<file path="src/rtl/mem_access_ctrl.sv">
// MAR/MDR memory-access engine: single or burst reads/writes over a synchronous memory port.
// Each beat takes WAIT_STATES+1 cycles; req/mar_en/mdr_en are ignored while busy.
module mem_access_ctrl #(
    parameter int DATA_WIDTH  = 8,
    parameter int ADDR_WIDTH  = 8,
    parameter int WAIT_STATES = 1
) (
    input  logic                  clk,
    input  logic                  rst,
    input  logic                  mar_sclr,
    input  logic                  mar_en,
    input  logic [ADDR_WIDTH-1:0] addr_in,
    input  logic                  mdr_en,
    input  logic [DATA_WIDTH-1:0] alu_in,
    input  logic                  mdr_alu_n,
    output logic [DATA_WIDTH-1:0] data_out,
    input  logic                  req,
    input  logic                  wr_rdn,
    input  logic [1:0]            burst_len,
    output logic                  busy,
    output logic                  done,
    output logic                  beat_valid,
    output logic [ADDR_WIDTH-1:0] mem_addr,
    output logic [DATA_WIDTH-1:0] mem_wdata,
    output logic                  mem_re,
    output logic                  mem_we,
    input  logic [DATA_WIDTH-1:0] mem_rdata,
    output logic [ADDR_WIDTH-1:0] mar_m,
    output logic [DATA_WIDTH-1:0] mdr_m
);

    localparam logic [3:0] WS_INIT = 4'(WAIT_STATES);

    typedef enum logic [1:0] {
        S_IDLE   = 2'd0,
        S_ACCESS = 2'd1,
        S_FINISH = 2'd2
    } state_t;

    state_t                state, state_nxt;
    logic [ADDR_WIDTH-1:0] mar, mar_nxt;
    logic [DATA_WIDTH-1:0] mdr, mdr_nxt;
    logic [3:0]            wcnt, wcnt_nxt;
    logic [1:0]            bl, bl_nxt;
    logic                  wr_q, wr_nxt;
    logic                  beat_end;

    always_ff @(posedge clk) begin
        if (rst) begin
            state <= S_IDLE;
            mar   <= '0;
            mdr   <= '0;
            wcnt  <= '0;
            bl    <= '0;
            wr_q  <= 1'b0;
        end else begin
            state <= state_nxt;
            mar   <= mar_nxt;
            mdr   <= mdr_nxt;
            wcnt  <= wcnt_nxt;
            bl    <= bl_nxt;
            wr_q  <= wr_nxt;
        end
    end

    always_comb begin
        state_nxt = state;
        mar_nxt   = mar;
        mdr_nxt   = mdr;
        wcnt_nxt  = wcnt;
        bl_nxt    = bl;
        wr_nxt    = wr_q;
        beat_end  = (state == S_ACCESS) && (wcnt == 4'd0);
        case (state)
            S_IDLE: begin
                if (mar_sclr)
                    mar_nxt = '0;
                else if (mar_en)
                    mar_nxt = addr_in;
                if (mdr_en)
                    mdr_nxt = alu_in;
                if (req) begin
                    wr_nxt    = wr_rdn;
                    bl_nxt    = burst_len;
                    wcnt_nxt  = WS_INIT;
                    state_nxt = S_ACCESS;
                end
            end
            S_ACCESS: begin
                if (wcnt != 4'd0) begin
                    wcnt_nxt = wcnt - 4'd1;
                end else begin
                    if (!wr_q)
                        mdr_nxt = mem_rdata;
                    mar_nxt = mar + 1'b1;
                    if (bl == 2'd0) begin
                        state_nxt = S_FINISH;
                    end else begin
                        bl_nxt   = bl - 2'd1;
                        wcnt_nxt = WS_INIT;
                    end
                end
            end
            S_FINISH: state_nxt = S_IDLE;
            default:  state_nxt = S_IDLE;
        endcase
    end

    // Pulses are masked by rst so an abort never shows a completion or a read beat.
    assign busy       = (state != S_IDLE);
    assign done       = (state == S_FINISH) && !rst;
    assign beat_valid = beat_end && !wr_q && !rst;
    assign mem_re     = (state == S_ACCESS) && !wr_q;
    assign mem_we     = beat_end && wr_q;
    assign mem_addr   = mar;
    assign mem_wdata  = mdr;
    assign mar_m      = mar;
    assign mdr_m      = mdr;
    assign data_out   = mdr_alu_n ? mdr : alu_in;

endmodule

</file>
<file path="config.mk">
export PLATFORM = sky130hd
export DESIGN_NAME = mem_access_ctrl
export DESIGN_NICKNAME = d
export VERILOG_FILES = /design/src/rtl/mem_access_ctrl.sv
export SDC_FILE = /design/constraint.sdc
export NUM_CORES = 1
export LEC_CHECK = 0
export CORE_MARGIN = 5
export CORE_UTILIZATION = 31
export CTS_CLUSTER_SIZE = 10
export DETAILED_ROUTE_END_ITERATION = 8
export PLACE_DENSITY = 0.73
export SLEW_MARGIN = 40
export SYNTH_ARGS = -nofsm -noshare
export SYNTH_HDL_FRONTEND = slang
export SYNTH_SLANG_ARGS = --single-unit
export TNS_END_PERCENT = 1
</file>
<file path="constraint.sdc">
create_clock -name clk -period 4.2 [get_ports clk]
set_input_delay 0.42 -clock clk [delete_from_list [all_inputs] [get_ports clk]]
set_output_delay 0.42 -clock clk [all_outputs]
set_load 0.01 [all_outputs]
</file>
[Word level (Yosys, flattened, before mapping)]
Cells that the tools add are included.
Word-level totals
  register bits after elaboration: 25
  output and inout bits: 45
  word-level logic and storage cells: 60
  input port bits: 34
Cells by class
  add/sub/neg operators: 3
  reduce and logical (&&, ||, !) cells: 20
  eq/ne operators: 10
  muxes and demuxes: 21
Operators by type and width (number)
  2-to-1 mux 8 bit: 7
  case mux 8 bit (2 select lines): 2
  2-to-1 mux 2 bit: 6
  2-to-1 mux 4 bit: 3
  inequality test 2 bit, second input constant: 6
  AND reduction 3 bit: 3
  adder 8 x 1 -> 8 bit, second input constant: 1
  case mux 2 bit (2 select lines): 2
  case mux 4 bit (2 select lines): 1
  AND reduction 4 bit: 2
  logical AND 1 bit: 6
  inequality test 3 bit, second input constant: 2
  zero test 2 bit: 2
  zero test 4 bit: 1
  nonzero test 2 bit: 2
  nonzero test 4 bit: 1
  subtractor 4 x 1 -> 4 bit, second input constant: 1
  == test 2 x 1 -> 1 bit, second input constant: 1
  == test 2 bit, second input constant: 1
  zero test 1 bit: 2
  AND reduction 2 bit: 1
  subtractor 2 x 1 -> 2 bit, second input constant: 1

[Logic depth before layout (Yosys ltp)]
  depth after elaboration: 4
  depth in mapped cells: 8
  depth with buffers taken out: 6

[Worst setup path before layout]
Ideal clock, no wire load.
  path kind: flip-flop to flip-flop
  start point: reg wcnt[0]
  end point: reg mdr[6] (netlist: mdr_m[6])
  setup time: 88 ps
  path slack: 2299 ps
  clock period less this slack: 1901 ps
  data required time: 4112 ps
  arrival: 1813 ps
  cell stages (with the launch flop): 9
  buffers on the path: 2
  cell sequence: dfxtp_1 > inv_1 > ha_1 > or3b_1 > buf_6 > a221oi_4 > buf_6 > nor2_1 > a311oi_2
Between the ends
  word-level cells in the longest chain between the ends: 3
Ends and longest elaborated chain
  start: declaration: RTL line 43  | logic [3:0] wcnt, wcnt_nxt;
  start signal: assignment: RTL line 60  | wcnt <= wcnt_nxt;
  nonzero test 4 bit: RTL line 90  | if (wcnt != 4'd0) begin
  inequality test 2 bit (no line)
  AND reduction 4 bit (no line)
  end signal: assignment: RTL line 59  | mdr <= mdr_nxt;
  end: declaration: RTL line 42  | logic [DATA_WIDTH-1:0] mdr, mdr_nxt;
No other way between the ends.
A chain may end at the register's enable or synchronous reset.

[Worst setup path in the final report]
  start point: reg wcnt[0]
  end point: out beat_valid
Between the ends
  word-level cells in the longest chain between the ends: 4
Ends and longest elaborated chain
  zero test 4 bit: RTL line 73  | beat_end = (state == S_ACCESS) && (wcnt == 4'd0);
  logical AND 1 bit: RTL line 73
  logical AND 1 bit (2 in a row): RTL line 112  | assign beat_valid = beat_end && !wr_q && !rst;
  end: declaration: RTL line 22  | output logic beat_valid,
No other way between the ends.

==> results.toml <==
[yosys]
synth_top_cells_by_area = "sky130_fd_sc_hd__dfxtp_1, sky130_fd_sc_hd__buf_4, sky130_fd_sc_hd__mux2_2, sky130_fd_sc_hd__nand2_1, sky130_fd_sc_hd__nor2_1"
synth-edff-count = 0
ys_dominant_reg_cell = "sky130_fd_sc_hd__dfxtp_1"
yosys_warnings = 0
yosys.area.top_type = "sky130_fd_sc_hd__dfxtp_1"
synth_top_area_share_pct = 30.8
synthesis.instances = 203
synth.ff_latch_count = 25
yosysUniqueCellTypes = 39
synth.net_count = 241
syn-mean-instance-area_sq_um = 8.01
ys_seq_area_share_pct = 30.8
postSynth.asyncResetShare_pct = 0
mappedNetlistArea_sq_mm = 0.00163

[timing]
worstMarginPinSlew_ns = 0.696
grt_setup_unrepaired = "no"
setup_viol = 0
maximum_clock_frequency_mhz = 383
fin_crit_ns = 2.61
finalSetupTns_ns = 0
worst_slew_margin_rel_pct = 53.6
period_share_pct = 62.1
report.final.slew_viol_count = 0
final.hold.worst_slack_ns = 0.490
timing.clock.skew_ns = 0.00878
finalHoldViolCount = 0

[grt]
grt_first_pass_wirelength_mm = 7.31
pin_count_of_the_biggest_net_entering_global_routing = 29
grt_antenna_before_repair = 0
grt_pass1_vias = 1622
grt_overflow = 0
grt.total_usage_pct = 13.8

[setup_path]
crit_path_start_kind = "flip-flop"
crit_start = "wcnt[0]$_SDFFE_PP0P_"
crit-reg2reg-capture = "mdr_m[7]$_SDFFE_PP0P_"
r2r.worst_path.cells = 6
timing.reg2reg.setup_slack_ns = 1.92
crit_required_ns = 3.78
cp-endpoint = "beat_valid"
setup.worst_path.end_class = "primary output"
timing.rr.start = "wcnt[0]$_SDFFE_PP0P_"
path_max_fanout = 6
worstPathArrival_ns = 2.19
timing.setup.critical_path_class = "flip-flop to primary output"

[floorplan]
die_boundary_height_microns = 82.4
die_area_sq_mm = 0.00679
number_of_placement_rows = 26
dieWidth_microns = 82.4
coreArea_sq_mm = 0.00511
start_util_pct = 31.8
boundaryPins = 79

[placement]
buffer_ports.inserted = 78
gp_congestion = 0.752
post-dp-hpwl_mm = 3.49

[pwr]
p_leak_nw = 0.848
pwr_density_cell_mw_per_mm2 = 426
power.ir.vdd_worst_v = 0.000171

[detailed_routing]
via_per_inst = 4.97
route.detailed.drc = 0
antenna_violating_nets_post_route = 0
wirelength_mm = 4.70
post_drt_wl_per_cell_microns = 14.4
drt_first_pass_iters = 4
detailedRoute.firstIterationViolations = 56
dr_total_vias = 1620

[clock_tree]
cts_post_setup_buffers_inserted = 0
clock-sinks = 25
clock_insertion_delay_worst_skew_ns = 0.28
cts_tree = "yes"
h-tree-depth = 1
ctsResizeCount = 0
post_cts_hold_buffer_count = 0
clock_tree.buffer_depth = 2
cts_made_buffers = 3
clk_pin_slew_ns = 0.10
cts_root_buf = "sky130_fd_sc_hd__clkbuf_8"

[job]
max-cap-violations = 0

[layout]
insertedDiodeCount = 0
flow.area_growth_from_synthesis_pct = 46.0
number_of_fillers_in_the_final_layout = 506
post_route_cells_drive_above_1_share_pct = 8.20
fin_nets = 295

[min_path]
hold_class = "flip-flop to flip-flop"

[status]
result_of_the_run = "complete, no violations"
==> cells in the final DEF, fill, tap and decap left out, types with 6 or more instances in the layout <==
cell type and count:
sky130_fd_sc_hd__dfxtp_1 25, sky130_fd_sc_hd__mux2_2 8, sky130_fd_sc_hd__nor3b_1 9, sky130_fd_sc_hd__a21oi_1 11
sky130_fd_sc_hd__nand2_1 24, sky130_fd_sc_hd__clkdlybuf4s50_1 78, sky130_fd_sc_hd__o21ai_0 12, sky130_fd_sc_hd__a311oi_1 7
sky130_fd_sc_hd__inv_1 6, sky130_fd_sc_hd__nor2_1 18
==> metal layers <==
| metal | track usage (%) | up-vias | wire length (microns) |
|---|---|---|---|
| met5 | 0 | - | 0 |
| met4 | 5.32 | 0 | 66 |
| met3 | 3.25 | 5 | 430 |
| met2 | 24.5 | 62 | 2220 |
| met1 | 15.8 | 735 | 1990 |
| li1 | - | 818 | - |
==> layout make-up <==
type	instances	area, sq um	share of cell area (%)
multi-input combinational	141	918	38.7
sequential	25	500	21.1
tap	70	87.6	3.69
clock inverter	1	7.51	0.316
inverter	6	22.5	0.949
timing repair buffer	80	796	33.5
clock buffer	3	41.3	1.74
==> through the flow <==
stage          total power, mW  std cells  cell area [sq um]  setup WS (ns)  util [%]
3_3_place_gp             0.851        322               2320           1.68      45.3
5_1_grt                   1.09        326               2370           1.44      46.5
2_1_floorplan            0.670        203               1630           2.30         -
4_1_cts                   1.02        326               2370           1.58      46.3
6_report                  1.01        326               2370           1.59      46.5
3_5_place_dp             0.865        322               2320           1.79      45.4
==> how the worst min path moves through the flow <==
stage          depth (start not counted)  slack (ns)                    to            startpoint
3_5_place_dp                           2        0.48  wcnt[0]$_SDFFE_PP0P_  wcnt[0]$_SDFFE_PP0P_
2_1_floorplan                          2        0.45  wcnt[0]$_SDFFE_PP0P_  wcnt[0]$_SDFFE_PP0P_
6_report                               2        0.49  wcnt[0]$_SDFFE_PP0P_  wcnt[0]$_SDFFE_PP0P_
3_3_place_gp                           2        0.47  wcnt[0]$_SDFFE_PP0P_  wcnt[0]$_SDFFE_PP0P_
5_1_grt                                2        0.53  wcnt[0]$_SDFFE_PP0P_  wcnt[0]$_SDFFE_PP0P_
4_1_cts                                2        0.49  wcnt[0]$_SDFFE_PP0P_  wcnt[0]$_SDFFE_PP0P_
==> state kept, by name, indices dropped and copies added (netlist names) <==
signal  cells
mar_m       8
wr_q        1
mdr_m       8
state       2
wcnt        4
bl          2
==> critical path: stages, from the launching register on <==
cell                              delay (ns)
sky130_fd_sc_hd__dfxtp_1                0.34
sky130_fd_sc_hd__inv_1                  0.08
sky130_fd_sc_hd__ha_1                   0.16
sky130_fd_sc_hd__or3b_1                 0.51
sky130_fd_sc_hd__nor4_1                 0.22
sky130_fd_sc_hd__clkdlybuf4s50_1        0.59
==> synthesized netlist by cell type (all sizes together) (5+ instances only) <==
master,n
nor3b,9
a21oi,11
nand2b,5
clkbuf,7
buf,24
o21ai,12
nor2,18
dfxtp,25
inv,6
a311oi,9
nand2,24
mux2,8
==> where the power goes <==
| part | switching [mW] | leakage, nW | total (mW) | internal (mW) |
|---|---|---|---|---|
| registers | 0.0562 | 0.206 | 0.341 | 0.285 |
| clock network | 0.0868 | 0.0217 | 0.154 | 0.0676 |
| logic | 0.243 | 0.620 | 0.515 | 0.272 |
| total | 0.386 | 0.848 | 1.01 | 0.625 |
==> logic make-up after synthesis <==
family                     after synthesis  share of synthesized area (%)
and+or+nand+nor                         79                           24.4
AOI/OAI and AO/OA                       49                           22.2
buffers and inverters                   37                           13.4
DFF                                     25                           30.8
muxes                                    9                           6.16
adders and majority gates                4                           3.08
(Power assumes the default switching activity.)
